[src/rtl/status_flag_register.sv]
// status_flag_register
//
// Architectural NZCV status register. It computes the condition flags from
// execute-stage ALU results, holds them across instructions, and keeps one
// saved copy for exception entry and return.
//
// Optional feature macro: STATUS_FORWARD_EN
//   When defined, a flag update in the current cycle is forwarded to `status`
//   combinationally. Register contents are the same in both builds.
//
// Ports
//   clk            in   system clock, rising edge
//   rst_n          in   synchronous active-low reset
//   valid          in   execute-stage instruction valid
//   s_bit          in   instruction requests a flag update
//   stall          in   pipeline hold, blocks all state changes
//   flush          in   squash, blocks update/save/restore
//   flag_mode      in   00 logical, 01 arithmetic, 10 explicit, 11 restore
//   alu_result     in   ALU result, N taken from the MSB
//   alu_carry      in   adder carry (arith) / shifter carry (logical)
//   alu_ovf        in   signed overflow from the adder
//   wr_flags       in   explicit {N,Z,C,V} for mode 10
//   save           in   copy current flags into the saved copy
//   status         out  {N,Z,C,V} to condition check
//   saved_status   out  saved {N,Z,C,V}
//   flags_written  out  registered pulse, flags updated in the previous cycle
module status_flag_register #(
  parameter int unsigned DATA_W = 32
) (
  input  logic              clk,
  input  logic              rst_n,
  input  logic              valid,
  input  logic              s_bit,
  input  logic              stall,
  input  logic              flush,
  input  logic [1:0]        flag_mode,
  input  logic [DATA_W-1:0] alu_result,
  input  logic              alu_carry,
  input  logic              alu_ovf,
  input  logic [3:0]        wr_flags,
  input  logic              save,
  output logic [3:0]        status,
  output logic [3:0]        saved_status,
  output logic              flags_written
);

  localparam logic [1:0] ModeLogical  = 2'b00;
  localparam logic [1:0] ModeArith    = 2'b01;
  localparam logic [1:0] ModeExplicit = 2'b10;
  localparam logic [1:0] ModeRestore  = 2'b11;

  logic [3:0] status_q, status_d;
  logic [3:0] saved_q, saved_d;
  logic       flags_written_q, flags_written_d;

  logic       upd;
  logic       act_save;
  logic       res_n;
  logic       res_z;
  logic [3:0] nf;

  assign upd      = valid & s_bit & ~stall & ~flush;
  assign act_save = save & ~stall & ~flush;

  assign res_n = alu_result[DATA_W-1];
  assign res_z = (alu_result == '0);

  always_comb begin
    nf = status_q;
    unique case (flag_mode)
      ModeLogical:  nf = {res_n, res_z, alu_carry, status_q[0]};  // V is held
      ModeArith:    nf = {res_n, res_z, alu_carry, alu_ovf};
      ModeExplicit: nf = wr_flags;
      ModeRestore:  nf = saved_q;
      default:      nf = status_q;
    endcase
  end

  always_comb begin
    status_d        = upd ? nf : status_q;
    // Saved copy always takes the pre-update value; restore+save swaps.
    saved_d         = act_save ? status_q : saved_q;
    flags_written_d = upd;
  end

  always_ff @(posedge clk) begin
    if (!rst_n) begin
      status_q        <= 4'b0000;
      saved_q         <= 4'b0000;
      flags_written_q <= 1'b0;
    end else begin
      status_q        <= status_d;
      saved_q         <= saved_d;
      flags_written_q <= flags_written_d;
    end
  end

`ifdef STATUS_FORWARD_EN
  assign status = upd ? nf : status_q;
`else
  assign status = status_q;
`endif

  assign saved_status  = saved_q;
  assign flags_written = flags_written_q;

endmodule

[config.mk]
export PLATFORM = sky130hd
export DESIGN_NAME = status_flag_register
export DESIGN_NICKNAME = d
export VERILOG_FILES = /design/src/rtl/status_flag_register.sv
export SDC_FILE = /design/constraint.sdc
export NUM_CORES = 1
export LEC_CHECK = 0
export CORE_UTILIZATION = 31
export CTS_BUF_LIST = sky130_fd_sc_hd__clkbuf_2 sky130_fd_sc_hd__clkbuf_4 sky130_fd_sc_hd__clkbuf_8
export CTS_CLUSTER_DIAMETER = 150
export DETAILED_ROUTE_END_ITERATION = 10
export PLACE_DENSITY = 0.89
export SETUP_SLACK_MARGIN = 0.3
export SKIP_CTS_REPAIR_TIMING = 1
export SLEW_MARGIN = 20
export SYNTH_ARGS = -nofsm -noshare
export SYNTH_HDL_FRONTEND = slang
export SYNTH_SLANG_ARGS = --single-unit
export TNS_END_PERCENT = 50
[constraint.sdc]
create_clock -name clk -period 1.8 [get_ports clk]
set_clock_uncertainty 0.1 [all_clocks]
set_input_delay 0.18 -clock clk [delete_from_list [all_inputs] [get_ports clk]]
set_output_delay 0.18 -clock clk [all_outputs]
set_load 0.005 [all_outputs]
==> flow_summary_export.csv, run 1 <==
group,metric,value,unit
run_status,outcome,"complete, no violations",
critical_path,reg2reg_to,"status[2]$_SDFFE_PN0P_",
routing,drtAntennaViolNets,0,
logic_synthesis,yosysWarnings,0,
global_route,grt_use_total,0.217,
critical_path,crit_fanout,3,
floorplanning,core,1540,um^2
final_layout,n_fill_cell,118,
final_layout,synthToLayoutAreaGrowth,112,%
min_path,hp-class,"reg2reg",
critical_path,cp_num_cells,1,
critical_path,rr_startpoint,"saved_status[2]$_SDFFE_PN0P_",
global_route,grt_max_degree,10,
timing,finalHoldViolCount,0,
floorplanning,start_util,0.340,
clock_tree,clk_path_buf_depth,2,
critical_path,cp.required,1.52,ns
floorplanning,dieArea,1860,um^2
logic_synthesis,ys_seq_area_frac,0.344,
logic_synthesis,synth_edf_count,0,
critical_path,r2r_cells,4,
clock_tree,cts-root-buf,"clkbuf_4",
logic_synthesis,synth_cells,56,
timing,setup_tns,0,ns
critical_path,path_class,"reg2out",
critical_path,cp_cell_sequence,"clkdlybuf4s50_1",
critical_path,cpLargestDelayFamily,"buffers and inverters",
pwr,netSwitchingFraction,0.207,
timing,max-slew-margin-rel,0.795,
pwr,vdd_ir_drop_max,0.327,mV
timing,setup_viol,0,
clock_tree,clkTransAtPathRegs,0.06,ns
logic_synthesis,ys_ff_latch,9,
logic_synthesis,ys.flop_type,"dfxtp_1",
pwr,intPower,411,uW
floorplanning,io_pins,56,
critical_path,rrSetupSlack,0.65,ns
final_layout,multi_input_area,314,um^2
placed_design,gp_congestion,0.684,
global_route,grt_overflow,0,
clock_tree,cts_tree,"built",
final_layout,drive_gt1_frac,0.0965,
timing,timing.fmax,701,MHz
routing,wl,1780,um
min_path,worstHoldPathCells,2,
pwr,p_seq_frac,0.391,
min_path,holdPathEnd,"saved_status[1]$_SDFFE_PN0P_",
timing,finalCritPeriodShare,0.792,
pwr,p_clk_frac,0.331,
logic_synthesis,syn_nets,103,
min_path,min_from,"saved_status[1]$_SDFFE_PN0P_",
pwr,combPwrFrac,0.278,
clock_tree,cts.sinks,9,
pwr,switching_power,108,uW
timing,fin_crit,1.43,ns
global_route,first_global_vias,736,
logic_synthesis,syn_area_per_cell,9.36,um^2
logic_synthesis,syn-cell-area,524,um^2
routing,wl_per_cell,13.7,um
floorplanning,rows,14,
routing,drt_iter0_markers,5,
flow_run,cap_viol_max_count,0,
floorplanning,die_h,43.1,um
placed_design,io_buffer_count,55,
critical_path,end_kind,"output pin",
critical_path,cpMaxStageDelayCell,"clkdlybuf4s50_1",
routing,drc_errors,0,
critical_path,critPathMaxStageDelay,0.52,ns
critical_path,critPathArrivalTime,1.15,ns
final_layout,nets,162,
clock_tree,clock_latency,0.26,ns
clock_tree,htree_levels,1,
routing,via_per_inst,4.97,
critical_path,cp-start-kind,"flop",
global_route,grt_antenna_before_repair,0,
timing,drv_slew,0,
timing,rsz0062_at_grt,"no",
logic_synthesis,async_reset_ff_frac,0,
logic_synthesis,ys_types,20,
timing,max_slew.worst_pin.slew,0.305,ns
placed_design,dp_hpwl,1540,um
routing,first_pass_iters,4,
final_layout,num_antenna_cells,0,
floorplanning,die_w,43.1,um
clock_tree,cts_made_buffers,3,
routing,via_count,646,
pwr,finalPower,519,uW
global_route,grt_pass1_wl,3020,um
critical_path,worst-path-buf-inv,1,
pwr,p_leak,0.000399,uW
final_layout,seq_area,180,um^2
pwr,power.density,466,nW/um^2
[sequential cells by signal, summed over array words and instances, names as in the netlist]
signal and count:
saved_status 4, status 4, flags_written 1
[worst min-delay path, cell delays in order (launching register included)]
cell and delay [ns]:
dfxtp_1 0.32, mux2i_1 0.12, nor2b_1 0.05
[per-stage QoR]
step | hold WS (ns) | cells | util | setup WS, ns | instance area (um^2)
final | 0.440 | 130 | 0.722 | 0.374 | 1110
after global routing | 0.462 | 130 | 0.722 | 0.336 | 1110
after CTS | 0.443 | 130 | 0.722 | 0.368 | 1110
after detailed placement | 0.432 | 126 | 0.703 | 0.144 | 1080
after global placement | 0.425 | 126 | 0.703 | 0.174 | 1080
after floorplan | 0.198 | 56 | - | 0.703 | 524
[cell usage after synthesis, drive strengths merged (2+ instances only)]
master / number / share of area
a21oi: 3 / 0.029
buf: 2 / 0.043
dfxtp: 9 / 0.34
mux2i: 10 / 0.19
nand4: 2 / 0.024
nor2: 3 / 0.021
nor2b: 7 / 0.084
nor3: 2 / 0.019
nor4: 7 / 0.084
o21ai: 2 / 0.026
[cell usage in the layout, fill, tap and decap left out]
cell,Yosys,routed
dfxtp_1,9,9
and2_2,1,1
nor4_1,7,7
nor3_1,2,2
o21ai_0,1,1
o21a_1,1,1
nand4_1,2,2
mux2_4,1,1
clkbuf_4,0,4
clkdlybuf4s50_1,0,55
nor3b_2,1,1
inv_1,1,1
a21oi_1,3,3
o21ai_2,1,1
and4bb_2,1,1
mux2i_1,10,10
nand2_1,1,1
buf_4,0,2
nand3_1,1,1
nor2_1,3,3
nor2b_1,7,7
[worst max-delay path by stage]
| stage | start | end | slack [ns] |
|---|---|---|---|
| floorplan | flag_mode[0] | status[2]$_SDFFE_PN0P_ | 0.70 |
| global placement | stall | status[2]$_SDFFE_PN0P_ | 0.17 |
| detailed placement | stall | status[2]$_SDFFE_PN0P_ | 0.14 |
| CTS | status[3]$_SDFFE_PN0P_ | status[3] | 0.37 |
| global route | status[1]$_SDFFE_PN0P_ | status[1] | 0.34 |
| finish | status[3]$_SDFFE_PN0P_ | status[3] | 0.37 |
[cell families after synthesis]
logic type,synth area share
AO/OA/AOI/OAI,0.0692
AND/OR/NAND/NOR,0.310
buffers and inverters,0.0573
multiplexers,0.220
flip-flops,0.344
[power by group through the flow]
stage                     clock network, uW  registers, uW  logic (uW)
after floorplan                           0            207        32.8
after global placement                    0            207         140
after detailed placement                  0            207         144
after CTS                               173            203         145
after global routing                    186            203         153
final                                   172            203         144
[routing by layer]
metal,part of all wire,vias up,GRT usage
met5,0,-,0
met4,0.028,0,0.121
met3,0.064,6,0.0426
met2,0.53,29,0.406
met1,0.38,291,0.216
li1,-,320,-
[area by class of cell]
| class | instances | area share |
|---|---|---|
| sequential | 9 | 0.162 |
| inverter | 1 | 0.00337 |
| multi-input combinational | 43 | 0.282 |
| tap | 16 | 0.0180 |
| timing repair buffer | 57 | 0.508 |
| clock buffer | 4 | 0.0270 |
Power figures use the tool's default switching activity.
==> inputs of run 2 (changes only) <==
--- a/config.mk
+++ b/config.mk
@@ -5,11 +5,11 @@
 export SDC_FILE = /design/constraint.sdc
 export NUM_CORES = 1
 export LEC_CHECK = 0
-export CORE_UTILIZATION = 31
+export CORE_UTILIZATION = 26
 export CTS_BUF_LIST = sky130_fd_sc_hd__clkbuf_2 sky130_fd_sc_hd__clkbuf_4 sky130_fd_sc_hd__clkbuf_8
 export CTS_CLUSTER_DIAMETER = 150
 export DETAILED_ROUTE_END_ITERATION = 10
-export PLACE_DENSITY = 0.89
+export PLACE_DENSITY = 0.8
 export SETUP_SLACK_MARGIN = 0.3
 export SKIP_CTS_REPAIR_TIMING = 1
 export SLEW_MARGIN = 20
==> constraint.sdc (replaced) <==
create_clock -name clk -period 1.15 [get_ports clk]
set_clock_uncertainty 0.1 [all_clocks]
set_input_delay 0.115 -clock clk [delete_from_list [all_inputs] [get_ports clk]]
set_output_delay 0.115 -clock clk [all_outputs]
set_load 0.005 [all_outputs]
==> run 2 against run 1 <==
  * Register-to-register slack got worse by 0.61 ns
  * Sequential share of layout area fell by 1.8 points
  * Power rose by 60%
  * Worst hold slack got worse by 0.17 ns
  * Critical path depth up 4
  * Global-route usage down 2.3 points
  * Die area grew 18%
  * Clock power is 55% higher
  * Core utilization increased by 0.47 points
  * Critical endpoint is now status[2]$_SDFFE_PN0P_
  * Highest routed layer unchanged
==> flow_summary_export.csv, run 2 (synthesis gave the netlist of run 1 again) <==
group,metric,value,unit
timing,max_slew.worst_pin.slew,0.256,ns
placed_design,place_ws,-0.425,ns
pwr,netSwitchingFraction,0.223,
final_layout,nets,170,
critical_path,cp.required,1.25,ns
final_layout,final_common_cell,"dlymetal6s2s_1",
critical_path,cpLargestDelayFamily,"simple AND/OR/NAND/NOR gates",
routing,wl,2250,um
clock_tree,cts_made_buffers,3,
routing,drt_iter0_markers,3,
final_layout,synthToLayoutAreaGrowth,150,%
global_route,grt_max_degree,10,
timing,timing.fmax,885,MHz
critical_path,cp_cell_sequence,"clkdlybuf4s50_1, nor4_2, nand4_1, nor3_2, o21a_1",
critical_path,critPathArrivalTime,1.23,ns
global_route,grt_overflow,0,
pwr,combPwrFrac,0.295,
floorplanning,die_w,46.9,um
pwr,p_leak,0.000738,uW
timing,finalCritPeriodShare,0.983,
placed_design,gp_congestion,0.683,
clock_tree,clk_path_buf_depth,2,
clock_tree,cts-root-buf,"clkbuf_4",
floorplanning,rows,15,
placed_design,placed_cell_area,1130,um^2
global_route,first_global_vias,681,
routing,first_pass_iters,2,
floorplanning,die_h,46.9,um
critical_path,worst-path-buf-inv,1,
timing,rsz0062_at_grt,"yes",
routing,via_count,690,
routing,wl_per_cell,15.3,um
clock_tree,cts.sinks,9,
clock_tree,htree_levels,1,
floorplanning,dieArea,2200,um^2
timing,setup_viol,0,
clock_tree,clock_latency,0.26,ns
global_route,grt_use_total,0.193,
critical_path,cpMaxStageDelayCell,"clkdlybuf4s50_1",
global_route,grt_pass1_wl,2930,um
clock_tree,cts_tree,"built",
critical_path,crit_fanout,1,
floorplanning,io_pins,56,
timing,finalHoldViolCount,0,
critical_path,end_kind,"flop",
pwr,p_clk_frac,0.321,
global_route,grt_antenna_before_repair,0,
final_layout,final_area,1310,um^2
run_status,outcome,"complete, no violations",
floorplanning,core,1800,um^2
pwr,power.density,632,nW/um^2
timing,max-slew-margin-rel,0.828,
final_layout,final_core_util,0.727,
routing,via_per_inst,4.69,
pwr,switching_power,185,uW
pwr,p_seq_frac,0.383,
critical_path,critPathMaxStageDelay,0.43,ns
clock_tree,clkTransAtPathRegs,0.06,ns
floorplanning,start_util,0.291,
routing,drc_errors,0,
pwr,vdd_ir_drop_max,0.703,mV
pwr,finalPower,829,uW
routing,drtAntennaViolNets,0,
pwr,intPower,644,uW
placed_design,io_buffer_count,55,
critical_path,cp-start-kind,"input pin",
critical_path,path_class,"in2reg",
final_layout,layout_common_cells,"28 x dlymetal6s2s_1, 20 x clkdlybuf4s50_1, 10 x mux2i_1, 10 x buf_4",
timing,fin_crit,1.13,ns
flow_run,cap_viol_max_count,0,
final_layout,drive_gt1_frac,0.361,
timing,drv_slew,0,
final_layout,num_antenna_cells,0,
timing,setup_slack,0.0198,ns
min_path,hp-class,"in2reg",
timing,hold_slack,0.268,ns
[run 2: cell types whose count changed in the layout (fill, tap and decap cells not counted), moves of 5 or more]
cell	delta
clkdlybuf4s50_1	-35
dlymetal6s2s_1	+28
buf_4	+8
dfxtp_1	-7
dfxtp_2	+7
nor4_1	-7
nor4_2	+6
clkbuf_2	+5
[run 2: metal layers]
metal,GRT usage,part of all wire,up-vias
li1,-,-,337
met2,0.383,0.59,25
met4,0.0686,0.0089,0
met5,0,0,-
met3,0.0654,0.060,4
met1,0.179,0.35,324
[run 2: area by class of cell]
| type | instances | area (um^2) |
|---|---|---|
| fill | 134 | 492 |
| timing repair buffer | 65 | 667 |
| inverter | 1 | 3.75 |
| tap | 25 | 31.3 |
| sequential | 9 | 189 |
| multi-input combinational | 43 | 389 |
| clock buffer | 4 | 30.0 |
[run 2: worst paths after layout]
kind | start | end | cells after the start | slack [ns]
hold / removal | alu_result[26] | status[2]$_SDFFE_PN0P_ | 5 | 0.27
hold reg to reg | saved_status[1]$_SDFFE_PN0P_ | saved_status[1]$_SDFFE_PN0P_ | 2 | 0.43
setup reg to reg | saved_status[2]$_SDFFE_PN0P_ | status[2]$_SDFFE_PN0P_ | 4 | 0.04
setup / recovery | alu_result[13] | status[2]$_SDFFE_PN0P_ | 5 | 0.02
[run 2: power by group through the flow]
stage	clock network (uW)	logic [uW]	registers [uW]
3_5_place_dp	0	234	324
2_1_floorplan	0	52.4	324
5_1_grt	298	258	318
3_3_place_gp	0	231	324
4_1_cts	278	235	317
6_report	266	245	318
[run 2: tightest hold or removal path, delay by kind of cell]
kind / cells / cell delay [ns]
and+or+nand+nor: 3 / 0.21
buffers and inverters: 1 / 0.09
AOI/OAI and AO/OA: 1 / 0.16
[run 2: per-stage QoR]
step	instances	setup TNS, ns
4_1_cts	143	-2.24
6_report	147	0
3_3_place_gp	139	-2.62
5_1_grt	147	-0.104
3_5_place_dp	139	-2.88
2_1_floorplan	56	0
